**src/rtl/spr_pkg.sv**
```systemverilog
// Shared definitions for the sprite line fetcher: FSM states, attribute byte
// offsets, sprite geometry and sprite ROM address field widths.
package spr_pkg;

  typedef enum logic [2:0] {
    S_IDLE,
    S_ATTR,
    S_CHECK,
    S_FETCH,
    S_FWAIT,
    S_EMIT,
    S_NEXT,
    S_DONE
  } state_t;

  localparam logic [1:0] ATTR_Y     = 2'd0;
  localparam logic [1:0] ATTR_CODE  = 2'd1;
  localparam logic [1:0] ATTR_FLAGS = 2'd2;
  localparam logic [1:0] ATTR_X     = 2'd3;

  localparam int SPR_H = 16;
  localparam int SPR_W = 16;

  localparam int ROM_CODE_W = 8;
  localparam int ROM_ROW_W  = 4;
  localparam int ROM_ADDR_W = ROM_CODE_W + ROM_ROW_W + 1;

endpackage

```
**src/rtl/spr_pix_shift.sv**
```systemverilog
// Plane shift registers for one 8-pixel half of a sprite row. Loaded from the
// two ROM planes, then shifted one pixel per cycle in flip-aware direction.
module spr_pix_shift (
  input  logic       clk_sys,
  input  logic       load,
  input  logic       shift,
  input  logic       flipx,
  input  logic [7:0] d1,
  input  logic [7:0] d2,
  output logic [1:0] pix
);

  logic [7:0] p1_q;
  logic [7:0] p2_q;

  // Capture both planes, then walk MSB-first (or LSB-first when mirrored)
  always_ff @(posedge clk_sys) begin
    if (load) begin
      p1_q <= d1;
      p2_q <= d2;
    end else if (shift) begin
      if (flipx) begin
        p1_q <= p1_q >> 1;
        p2_q <= p2_q >> 1;
      end else begin
        p1_q <= p1_q << 1;
        p2_q <= p2_q << 1;
      end
    end
  end

  assign pix = flipx ? {p2_q[0], p1_q[0]} : {p2_q[7], p1_q[7]};

endmodule

```
**src/rtl/spr_line_fetch.sv**
```systemverilog
// Sprite line renderer: scans the attribute RAM for sprites crossing the
// requested scanline, fetches their ROM plane bytes and writes non-zero
// pixels into the external line buffer.
// Optional per-line sprite cap with overflow flag: SPR_LINE_FETCH_OVERFLOW_EN.
module spr_line_fetch
  import spr_pkg::*;
#(
  parameter int NUM_SPR      = 16,
  parameter int MAX_PER_LINE = 8
) (
  input  logic                        clk_sys,
  input  logic                        reset_n,
  input  logic                        start,
  input  logic [7:0]                  line,
  output logic                        busy,
  output logic                        done,
  output logic [$clog2(NUM_SPR)+1:0]  attr_addr,
  input  logic [7:0]                  attr_data,
  output logic [ROM_ADDR_W-1:0]       spr_rom_addr,
  input  logic [7:0]                  spr_data1,
  input  logic [7:0]                  spr_data2,
  output logic                        lb_we,
  output logic [7:0]                  lb_addr,
  output logic [4:0]                  lb_data,
  output logic                        overflow
);

  localparam int IDX_W = $clog2(NUM_SPR);

  state_t              state_q, state_d;
  logic [IDX_W-1:0]    idx_q;
  logic [2:0]          sub_q;
  logic                half_q;
  logic [7:0]          line_q, y_q, code_q, x_q;
  logic                flipy_q, flipx_q;
  logic [2:0]          colour_q;
  logic [7:0]          dy;
  logic                raw_hit, hit_ok;
  logic [ROM_ROW_W-1:0] row;
  logic [8:0]          xsum;
  logic [1:0]          pix;
  logic                unused_bits;

  assign dy          = line_q - y_q;
  assign raw_hit     = (dy[7:4] == 4'd0);
  assign row         = flipy_q ? ~dy[3:0] : dy[3:0];
  assign xsum        = {1'b0, x_q} + {5'd0, half_q, sub_q};
  assign unused_bits = ^attr_data[5:3];

`ifdef SPR_LINE_FETCH_OVERFLOW_EN
  localparam int CNT_W = $clog2(MAX_PER_LINE + 1);
  logic [CNT_W-1:0] hit_cnt_q;
  logic             ovf_q;
  logic             cap;

  assign cap    = (hit_cnt_q == CNT_W'(MAX_PER_LINE));
  assign hit_ok = raw_hit && !cap;

  // Per-line hit budget; a capped hit is dropped and latches overflow
  always_ff @(posedge clk_sys or negedge reset_n) begin
    if (!reset_n) begin
      hit_cnt_q <= '0;
      ovf_q     <= 1'b0;
    end else if (state_q == S_IDLE && start) begin
      hit_cnt_q <= '0;
      ovf_q     <= 1'b0;
    end else if (state_q == S_CHECK && raw_hit) begin
      if (cap) ovf_q <= 1'b1;
      else     hit_cnt_q <= hit_cnt_q + 1'b1;
    end
  end

  assign overflow = ovf_q;
`else
  localparam int unused_cap = MAX_PER_LINE;
  assign hit_ok   = raw_hit;
  assign overflow = 1'b0;
`endif

  // Next-state sequencing of the per-sprite scan
  always_comb begin
    state_d = state_q;
    case (state_q)
      S_IDLE:  if (start) state_d = S_ATTR;
      S_ATTR:  if (sub_q == 3'd4) state_d = S_CHECK;
      S_CHECK: state_d = hit_ok ? S_FETCH : S_NEXT;
      S_FETCH: state_d = S_FWAIT;
      S_FWAIT: state_d = S_EMIT;
      S_EMIT:  if (sub_q == 3'd7) state_d = half_q ? S_NEXT : S_FETCH;
      S_NEXT:  state_d = (idx_q == IDX_W'(NUM_SPR - 1)) ? S_DONE : S_ATTR;
      S_DONE:  state_d = S_IDLE;
      default: state_d = S_IDLE;
    endcase
  end

  // Control registers: state, sprite index, cycle counter and half select
  always_ff @(posedge clk_sys or negedge reset_n) begin
    if (!reset_n) begin
      state_q <= S_IDLE;
      idx_q   <= '0;
      sub_q   <= 3'd0;
      half_q  <= 1'b0;
    end else begin
      state_q <= state_d;
      case (state_q)
        S_IDLE:  if (start) begin
                   idx_q <= '0;
                   sub_q <= 3'd0;
                 end
        S_ATTR:  sub_q <= (sub_q == 3'd4) ? 3'd0 : sub_q + 3'd1;
        S_CHECK: half_q <= 1'b0;
        S_EMIT:  begin
                   sub_q <= sub_q + 3'd1;
                   if (sub_q == 3'd7) half_q <= 1'b1;
                 end
        S_NEXT:  idx_q <= idx_q + 1'b1;
        default: ;
      endcase
    end
  end

  // Data capture: target line on start, attribute bytes one cycle after address
  always_ff @(posedge clk_sys) begin
    if (state_q == S_IDLE && start) line_q <= line;
    if (state_q == S_ATTR) begin
      case (sub_q)
        3'd1: y_q    <= attr_data;
        3'd2: code_q <= attr_data;
        3'd3: begin
                flipy_q  <= attr_data[7];
                flipx_q  <= attr_data[6];
                colour_q <= attr_data[2:0];
              end
        3'd4: x_q    <= attr_data;
        default: ;
      endcase
    end
  end

  spr_pix_shift u_pix (
    .clk_sys (clk_sys),
    .load    (state_q == S_FWAIT),
    .shift   (state_q == S_EMIT),
    .flipx   (flipx_q),
    .d1      (spr_data1),
    .d2      (spr_data2),
    .pix     (pix)
  );

  assign busy         = (state_q != S_IDLE) && (state_q != S_DONE);
  assign done         = (state_q == S_DONE);
  assign attr_addr    = (state_q == S_ATTR) ? {idx_q, sub_q[1:0]} : '0;
  assign spr_rom_addr = (state_q == S_FETCH) ? {code_q, row, half_q ^ flipx_q} : '0;
  assign lb_we        = (state_q == S_EMIT) && (pix != 2'd0) && !xsum[8];
  assign lb_addr      = (state_q == S_EMIT) ? xsum[7:0] : 8'd0;
  assign lb_data      = (state_q == S_EMIT) ? {colour_q, pix} : 5'd0;

endmodule

```
**config.mk**
```make
export PLATFORM = sky130hd
export DESIGN_NAME = spr_line_fetch
export DESIGN_NICKNAME = d
export VERILOG_FILES = /design/src/rtl/spr_pkg.sv /design/src/rtl/spr_pix_shift.sv /design/src/rtl/spr_line_fetch.sv
export SDC_FILE = /design/constraint.sdc
export NUM_CORES = 1
export LEC_CHECK = 0
export BUFFER_PORTS_ARGS = -buffer_cell sky130_fd_sc_hd__buf_2
export CAP_MARGIN = 20
export CORE_MARGIN = 3
export CORE_UTILIZATION = 50
export CTS_CLUSTER_DIAMETER = 50
export CTS_CLUSTER_SIZE = 24
export DETAILED_ROUTE_END_ITERATION = 8
export GPL_TIMING_DRIVEN = 0
export HOLD_SLACK_MARGIN = 0.03
export PLACE_DENSITY = 0.74
export SLEW_MARGIN = 40
export SYNTH_ARGS = -nofsm -noshare
export SYNTH_HDL_FRONTEND = slang
export SYNTH_SLANG_ARGS = --single-unit
```
**constraint.sdc**
```tcl
create_clock -name clk_sys -period 3.6 [get_ports clk_sys]
set_clock_uncertainty 0.05 [all_clocks]
set_input_delay 0.36 -clock clk_sys [delete_from_list [all_inputs] [get_ports clk_sys]]
set_output_delay 0.36 -clock clk_sys [all_outputs]
set_load 0.005 [all_outputs]
```
==> results of run 1 <==
## kinds of logic (layout without fill, tap and decap cells)
logic type | Yosys count | after routing | share of synthesized area (%)
and+or+nand+nor | 100 | 100 | 15.99
DFF | 64 | 64 | 54.47
AOI/OAI and AO/OA | 57 | 57 | 10.30
buffers and inverters | 25 | 111 | 3.322
adders and majority gates | 21 | 21 | 8.105
muxes | 15 | 15 | 4.381
xor gates and xnor gates | 13 | 13 | 3.322
other | 1 | 1 | 0.1094
## final cells by class
class / instances / area (um2)
fillers: 537 / 2445
inverters: 14 / 52.55
flip-flops and latches: 64 / 1867
repair buffers: 70 / 355.3
clock buffers: 9 / 123.9
clock inverters: 7 / 47.55
plain buffers: 11 / 61.31
well taps: 77 / 96.34
multi-input cells: 207 / 1446
## stage by stage
step           total power, mW  utilization, %  setup WS, ns  area, um2
3_3_place_gp             2.231           59.56         1.196       3869
6_report                 2.789           62.36        0.8004       4050
3_5_place_dp             2.267           59.56         1.160       3869
5_1_grt                  3.013           62.36        0.6453       4050
4_1_cts                  2.809           62.36        0.7728       4050
2_1_floorplan            1.913               -         1.472       3427
## worst max path at each step
| stage | slack [ns] | from | endpoint |
|---|---|---|---|
| 2_1_floorplan | 1.47 | sub_q[0] | lb_addr[6] |
| 3_3_place_gp | 1.20 | sub_q[0] | lb_addr[6] |
| 3_5_place_dp | 1.16 | sub_q[0] | lb_addr[6] |
| 4_1_cts | 0.77 | sub_q[0] | lb_addr[6] |
| 5_1_grt | 0.65 | sub_q[0] | lb_addr[6] |
| 6_report | 0.80 | sub_q[0] | lb_addr[6] |
## registers in the layout, indices dropped and copies added, names as in the netlist, 4 cells and up
signal      cells
code_q          8
line_q          8
u_pix.p2_q      8
y_q             8
x_q             8
u_pix.p1_q      8
idx_q           4
## cell usage after synthesis (all sizes together) (9+ instances only)
cell    count  area (um2)
edfxtp     53        1592
nand2      28       107.6
o21ai      28       140.1
nor2       20       75.07
ha         19       237.7
and2       15       93.84
mux2i      15       150.1
inv        14       52.55
and3       11       70.07
dfrtp      11       275.3
a21oi       9       45.04
## power groups by stage
stage	logic, mW	registers (mW)	clock network (mW)
detailed placement	1.06	1.21	0
global route	1.22	1.22	0.576
floorplan	0.753	1.16	0
CTS	1.07	1.19	0.543
global placement	1.03	1.20	0
finish	1.06	1.19	0.537
## metal layers
layer | global-route usage (%) | share of wire [%]
met2 | 31.44 | 47
met1 | 25.45 | 47
met5 | 0 | 0
met4 | 7.143 | 1.4
met3 | 3.352 | 4.9
==> results.txt, run 1 <==
Crit path max-delay family: compound AO/OA/AOI/OAI gates
Vias in the first global route: 2378
Critical Path Start Type: flip-flop
Post-DR vias/cell: 5.266
CTS tree: yes
CP max-delay cell: dfrtp_1
Hold Buf Count CTS: 1
Largest net degree at the start of global routing: 24
Crit path cell chain: ha_1, fa_1, a21o_1, a21oi_1, o21ai_0, a21oi_1, buf_2
Routed WL: 6977 um
Worst slew pin tran: 0.7784 ns
Nets: 433
Psw: 1.029 mW
Diodes inserted: 0
Resized Gates After CTS: 0
WP data required: 3.19 ns
Yosys warnings: 0
Antenna Nets Post-Route: 0
Hold path startpoint: line[5]
Placed insts: 442
Total CTS buffers: 9
Num ports: 71
Worst Hold Depth: 1
Crit path depth: 7
Mean post-synth cell area: 11.58 um2
Fin crit share: 77.77%
Fin crit period: 2.800 ns
Slew HR: 47.89%
DRT Pass-1 Iters: 4
Die area: 0.007884 mm2
Core area: 0.006495 mm2
Async set or reset register ratio after synthesis: 17.19%
Clock latency on the worst-skew pair: 0.33 ns
Setup TNS: 0 ns
Worst-path clk slew: 0.08 ns
Crit path kind: flip-flop to output port
Critical R2R Capture: y_q[2]
Layout Cells excl Fill: 459
Final hold slack: 0.1455 ns
Commonest non-fill, non-tap cells in the layout: buf_2 (73), edfxtp_1 (53), nand2_1 (27), o21ai_0 (27), nor2_1 (20)
First-pass GRT wire length: 11230 um
Final Hold Vio Count: 0
Mapped Nets: 352
FMAX: 0.3572 GHz
Die Span Y: 88.79 um
Max Slew Vio Count: 0
Synth Cell Area: 0.003427 mm2
Seq/Total Area, Yosys: 54.47%
Commonest non-fill, non-tap cell in the layout: buf_2
Part of the power in the clock network: 19.3%
RePlAce Congestion: 0.8184
Synthesis-stage register bit count: 64
R2R Setup Slk: 1.48 ns
Finish-stage setup viols: 0
Worst R2R Start: state_q[0]
Arrival time at the worst endpoint: 2.39 ns
Pleak: 1.817 nW
Layout area overhead: 18.18%
Root Driver: clkbuf_8
CTS Sinks: 64
Post-synth EDFFs: 53
Netlist cell types: 48
# Post-CTS Setup Buffers: 0
Ys flop type: edfxtp_1
Reg power frac: 42.8%
# port buffers: 69
Worst path bufs/invs: 1
Hold Crit Endpoint: line_q[5]
Unrepaired setup endpoints after global routing: false
Gr ovfl total: 0
HPWL after DPL: 5318 um
Most frequent CP cell: a21oi_1
CP max stage delay: 0.46 ns
Combinational group share of total power: 38.0%
Worst Path Max Fanout: 7
VDD IR max: 284.4 uV
Die X: 88.79 um
Bufs on Longest Clock Path: 2
Residual DRC: 0
FP Rows: 29
Worst min-delay path class: input pin to flip-flop
Layout cells sized above 1: 26.96%
Sw Share: 36.89%
CP Capture Type: output port
Reg2reg path depth: 4
Initial core utilization: 52.76%
Initial antenna violation count: 0
GRT Total Usage: 19.15%
Pint: 1.760 mW
Syn Inst Count: 296
Routed via count: 2417
Max Cap Violations: 0
Run status: finished clean
Max H-tree Level: 3
WL/cell: 15.20 um
Cell Pwr Density: 688.6 mW/mm2
Initial drt markers: 91
Power figures use the tool's default switching activity.
==> inputs of run 2 (changes only) <==
Clock period 3.6 ns to 2.83 ns, I/O delays scaled along.
==> run 2 against run 1 <==
  * Design area about the same
  * Combinational power grew 28%
  * Global-route usage did not move
  * Non-clock buffer count did not move
  * Final cell count did not move
  * Via count grew 0.33%
  * Die area did not move
  * First-iteration DRC count up 15%
  * Count of clock-buffer cells in the layout did not move
  * Critical endpoint unchanged
  * Largest power group unchanged
  * Highest routed layer unchanged
==> results.txt, run 2 (synthesis results as in run 1) <==
Run status: finished clean
Fin crit share: 93.58%
Cell Pwr Density: 877.1 mW/mm2 (+27%)
Hold path startpoint: line[5]
Worst R2R Start: state_q[0]
Worst slew pin tran: 0.7757 ns (-0.002667 ns)
Largest net degree at the start of global routing: 24 (unchanged)
Fin crit period: 2.648 ns
Max H-tree Level: 3 (unchanged)
WP data required: 2.50 ns (-0.69 ns)
Layout cells sized above 1: 27.23% (+0.26 points)
Layout area overhead: 18.29% (about the same)
Routed via count: 2425 (+0.33%)
Initial drt markers: 105 (+15%)
Final hold slack: 0.06809 ns (-0.07743 ns)
Critical R2R Capture: y_q[2]
RePlAce Congestion: 0.8184 (unchanged)
DRT Pass-1 Iters: 4 (unchanged)
Clock latency on the worst-skew pair: 0.34 ns (about the same)
Diodes inserted: 0 (unchanged)
Crit path kind: flip-flop to output port
First-pass GRT wire length: 11230 um (unchanged)
Bufs on Longest Clock Path: 2 (unchanged)
WL met3: 314 um (-8.2%)
R2R Setup Slk: 0.71 ns (-0.77 ns)
VDD IR max: 362.1 uV (+27%)
Post-DP Area: 0.003869 mm2 (unchanged)
GRT Total Usage: 19.15% (unchanged)
Post-DR vias/cell: 5.283 (+0.33%)
Pre-CTS setup slack: 0.4669 ns (-0.6930 ns)
Vias in the first global route: 2378 (unchanged)
CTS tree: yes
Residual DRC: 0 (unchanged)
Worst-path clk slew: 0.08 ns (about the same)
Initial antenna violation count: 0 (unchanged)
Commonest non-fill, non-tap cell in the layout: buf_2
CP Capture Type: output port
Die area: 0.007884 mm2 (unchanged)
CTS Sinks: 64 (unchanged)
Max Slew Vio Count: 0 (unchanged)
Top Layer Used: met4
Worst Hold Depth: 1 (unchanged)
Gr ovfl total: 0 (unchanged)
Min setup slack post-route: 0.1818 ns (-0.6187 ns)
Placed insts: 442 (unchanged)
Core area: 0.006495 mm2 (unchanged)
WL met2: 3284 um (+0.15%)
Arrival time at the worst endpoint: 2.32 ns (-0.07 ns)
Initial core utilization: 52.76% (unchanged)
Design area: 0.004054 mm2 (about the same)
Max Cap Violations: 0 (unchanged)
Critical Path Start Type: flip-flop
Layout Cells excl Fill: 459 (unchanged)
FMAX: 0.3776 GHz
Finish-stage setup viols: 0 (unchanged)
Commonest non-fill, non-tap cells in the layout: buf_2 (73), edfxtp_1 (53), nand2_1 (27), o21ai_0 (27), nor2_1 (20)
Setup TNS: 0 ns (unchanged)
Hold Crit Endpoint: line_q[5]
Root Driver: clkbuf_8
Nets: 433 (unchanged)
Reg2reg path depth: 4 (unchanged)
Die Span Y: 88.79 um (unchanged)
Worst Path Max Fanout: 7 (unchanged)
Worst min-delay path class: input pin to flip-flop
FP Rows: 29 (unchanged)
Antenna Nets Post-Route: 0 (unchanged)
Pleak: 1.817 nW (about the same)
M1 WL: 3298 um (+1.2%)
# port buffers: 69 (unchanged)
Routed WL: 6992 um (+0.21%)
Slew HR: 48.07% (+0.18 points)
Final Hold Vio Count: 0 (unchanged)
HPWL after DPL: 5318 um (unchanged)
Die X: 88.79 um (unchanged)
Unrepaired setup endpoints after global routing: false
Total CTS buffers: 9 (unchanged)
Num ports: 71 (unchanged)
WL/cell: 15.23 um (+0.21%)
run 2: area by class of cell:
type	count	area (um2)
flip-flops and latches	64	1867
inverters	14	52.55
clock buffers	9	123.9
repair buffers	70	355.3
multi-input cells	207	1450
fillers	538	2441
clock inverters	7	47.55
plain buffers	11	61.31
well taps	77	96.34
run 2: worst max path at each step:
stage,to,from,slack (ns),cells after the start
6_report,lb_addr[6],sub_q[0],0.18,7
5_1_grt,lb_addr[6],sub_q[0],0.08,7
4_1_cts,lb_addr[6],sub_q[0],0.08,7
3_5_place_dp,lb_addr[6],sub_q[0],0.47,7
3_3_place_gp,lb_addr[6],sub_q[0],0.50,7
2_1_floorplan,lb_addr[6],sub_q[0],0.78,6
run 2: report_power, final:
part | internal, mW | total [mW] | switching (mW)
Sequential | 1.34 | 1.52 | 0.174
Combinational | 0.581 | 1.36 | 0.775
Clock | 0.317 | 0.683 | 0.365
run 2: critical path: stages, from the launching register on:
cell and delay [ns]:
dfrtp_1 0.46, ha_1 0.26, fa_1 0.41, a21o_1 0.21, a21oi_2 0.22, o21ai_0 0.12, a21oi_1 0.16, buf_2 0.14
run 2: stage by stage:
stage	power [mW]	util, %
floorplan	2.434	-
global placement	2.838	59.56
detailed placement	2.883	59.56
CTS	3.573	62.36
global route	3.838	62.42
finish	3.556	62.42
run 2: per-layer routing:
layer | vias up | track usage (%)
met3 | 9 | 3.352
met5 | - | 0
met1 | 1122 | 25.45
met4 | 0 | 7.143
met2 | 74 | 31.44
li1 | 1220 | -
run 2: timing repair:
action	4_1_cts	5_1_grt
hold buffers	1	0
endpoints found under the hold margin	11	0
setup endpoints to repair	0	1
buffers inserted	0	0
resized for setup	0	1
==> inputs of run 3 (changes only) <==
Settings changed: ABC_AREA set to 1, CTS_CLUSTER_SIZE 24 to not set.
==> run 3 against run 2 <==
  * Clock power is 7.0% lower
  * Global-route usage is 1.2 points higher
  * Setup slack better by 0.20 ns
  * Critical endpoint unchanged
  * Die area is 1.5% higher
  * Combinational power is 4% higher
  * Sequential power hardly changed
  * Count of clock-buffer cells in the layout is 1 higher
  * Fmax is 8.0% higher
==> results.txt, run 3 <==
Commonest non-fill, non-tap cell in the layout: nand2_1
FMAX: 0.4080 GHz (+8.0%)
Fin crit period: 2.451 ns (-0.1970 ns)
CP max-delay cell: dfrtp_1
Max H-tree Level: 3 (unchanged)
Pre-CTS setup slack: 0.7268 ns (+0.2599 ns)
Pleak: 1.971 nW (+8.4%)
Layout cells sized above 1: 21.49% (-5.7 points)
Psw: 1.381 mW (+5.1%)
Crit path kind: flip-flop to output port
Total CTS buffers: 9 (unchanged)
Combinational group share of total power: 39.8% (+1.7 points)
CP Capture Type: output port
Post-synth EDFFs: 53 (unchanged)
Seq/Total Area, Yosys: 53.59% (-0.88 points)
Worst Path Max Fanout: 4 (-3)
Diodes inserted: 0 (unchanged)
Min setup slack post-route: 0.3787 ns (+0.1970 ns)
Nets: 522 (+21%)
Synth area leaders: edfxtp_1 (46%), nand2_1 (9.3%), dfrtp_1 (7.9%)
Initial drt markers: 252 (+140%)
Post-DR vias/cell: 5.154 (-2.5%)
Synth Cell Area: 0.003483 mm2 (+1.6%)
First-pass GRT wire length: 12080 um (+7.6%)
WP data required: 2.50 ns (about the same)
Final Hold Vio Count: 0 (unchanged)
Initial antenna violation count: 0 (unchanged)
Fin crit share: 86.62% (-7.0 points)
Setup TNS: 0 ns (unchanged)
Mean post-synth cell area: 9.048 um2 (-22%)
Die X: 89.47 um (+0.76%)
RePlAce Congestion: 0.9213 (+13%)
Resized Gates After CTS: 0 (unchanged)
GRT Total Usage: 20.35% (+1.2 points)
Met3 usage: 4.885% (+1.5 points)
Ys flop type: edfxtp_1
Reg power frac: 42.1% (-0.6 points)
Worst-path clk slew: 0.07 ns (about the same)
Bufs on Longest Clock Path: 2 (unchanged)
FILL cells: 585 (+8.7%)
Clock latency on the worst-skew pair: 0.34 ns (about the same)
Synthesis-stage register bit count: 64 (unchanged)
Largest net degree at the start of global routing: 17 (-29%)
CP max stage delay: 0.42 ns (-0.04 ns)
Num ports: 71 (unchanged)
Yosys top cell area share: 45.69% (-0.75 points)
WL/cell: 14.00 um (-8.1%)
CTS tree: yes
Met2 Use GR: 29.60% (-1.8 points)
Run status: finished clean
Finish-stage setup viols: 0 (unchanged)
Max Cap Violations: 0 (unchanged)
Met1 Usage GRT: 28.70% (+3.2 points)
Die area: 0.008004 mm2 (+1.5%)
Synth area leader: edfxtp_1
Critical Path Start Type: flip-flop
Arrival time at the worst endpoint: 2.12 ns (-0.20 ns)
Pint: 2.146 mW (-4.3%)
Antenna Nets Post-Route: 0 (unchanged)
Worst path bufs/invs: 1 (unchanged)
VDD IR max: 500.0 uV (+38%)
Syn Inst Count: 385 (+30%)
Commonest non-fill, non-tap cells in the layout: nand2_1 (86), buf_2 (73), nor2_1 (60)
Most frequent CP cell: nand2_1
Residual DRC: 0 (unchanged)
Most Used Layer, Global Route: met2
Routed WL: 7659 um (+9.5%)
Async set or reset register ratio after synthesis: 17.19% (unchanged)
Root Driver: clkbuf_8
Worst min-delay path class: input pin to flip-flop
Mapped Nets: 441 (+25%)
Die Span Y: 89.47 um (+0.76%)
Core area: 0.006531 mm2 (+0.56%)
Gr ovfl total: 0 (unchanged)
Hold Buf Count CTS: 1 (unchanged)
Max Slew Vio Count: 0 (unchanged)
DRT Pass-1 Iters: 5 (+1)
Yosys warnings: 0 (unchanged)
Unrepaired setup endpoints after global routing: false
# Post-CTS Setup Buffers: 0 (unchanged)
HPWL after DPL: 5691 um (+7.0%)
Vias in the first global route: 2527 (+6.3%)
Crit path max-delay family: adder cells
Count leader, synth: nand2_1
# port buffers: 69 (unchanged)
Worst slew pin tran: 0.7020 ns (-0.07375 ns)
Part of the power in the clock network: 18.0% (-1.2 points)
Initial core utilization: 53.33% (+0.57 points)
Slew HR: 53.03% (+5.0 points)
Layout area overhead: 17.71%
Sw Share: 39.16% (+2.2 points)
Cell Pwr Density: 860.1 mW/mm2 (-1.9%)
FP Rows: 29 (unchanged)
Routed via count: 2819 (+16%)
CTS Sinks: 64 (unchanged)
Crit path cell chain: ha_1, fa_1, nand3_1, nand2_1, nand2_1, nor2_1, nand2_1, nand2_1, nor2_1, buf_2
Commonest cells in the netlist: nand2_1 (86), nor2_1 (63), edfxtp_1 (53), inv_1 (53), nand3_1 (21)
Netlist cell types: 34 (-29%)
-- run 3: cell count changes after synthesis, sizes merged, moves of 7 or more --
cell	change
nand2	+59
nor2	+46
inv	+42
nand3	+19
o21ai	-16
and2	-15
mux2i	-15
a31oi	+13
and3	-11
nand2b	-7
-- run 3: cells by family after synthesis --
family | Yosys count | synth area share (%)
other | 1 | 0.1077
AND/OR/NAND/NOR | 180 | 21.16
AO/OA/AOI/OAI | 45 | 7.507
buffers and inverters | 67 | 7.902
adder cells (fa/ha/maj) | 21 | 7.974
XOR/XNOR | 7 | 1.760
flip-flops | 64 | 53.59
-- run 3: cell type report --
type	count	area [um2]	share of cell area (%)
timing repair buffer	70	355.3	8.666
buffer	10	61.31	1.495
clock buffer	10	127.6	3.113
multi-input combinational	254	1354	33.02
clock inverter	5	25.02	0.6103
tap	77	96.34	2.350
inverter	57	214.0	5.218
sequential	64	1867	45.53
-- run 3: metrics by stage --
step,hold WS (ns),total power [mW],std cells,cell area [um2],utilization (%)
floorplan,-0.06259,2.440,385,3483,-
global placement,0.1173,2.835,531,3925,60.10
detailed placement,0.1197,2.890,531,3933,60.21
CTS,0.05281,3.531,547,4095,62.70
global route,0.05625,3.812,547,4100,62.78
finish,0.06757,3.527,547,4100,62.78
-- run 3: power groups by stage --
stage                     Sequential [mW]  Clock [mW]  Combinational, mW
after floorplan                      1.46           0              0.984
after global placement               1.50           0               1.34
after detailed placement             1.50           0               1.39
after CTS                            1.48       0.648               1.40
after global routing                 1.51       0.695               1.61
final                                1.49       0.635               1.41
-- run 3: path summary, 6_finish.rpt --
kind | slack, ns | end | cells after the start | start
setup / recovery | 0.38 | lb_addr[6] | 10 | sub_q[0]
hold / removal | 0.07 | line_q[6] | 1 | line[6]
setup reg to reg | 0.71 | state_q[0] | 13 | line_q[0]
hold reg to reg | 0.53 | u_pix.p2_q[0] | 2 | u_pix.p2_q[1]
max in group asynchronous | 2.22 | state_q[0] | 2 | reset_n
min in group asynchronous | 0.29 | idx_q[2] | 2 | reset_n
-- run 3: layer usage --
layer / vias up / wire [um]
li1: 1427 / -
met1: 1246 / 3491
met2: 130 / 3305
met3: 16 / 676
met4: 0 / 186
met5: - / 0
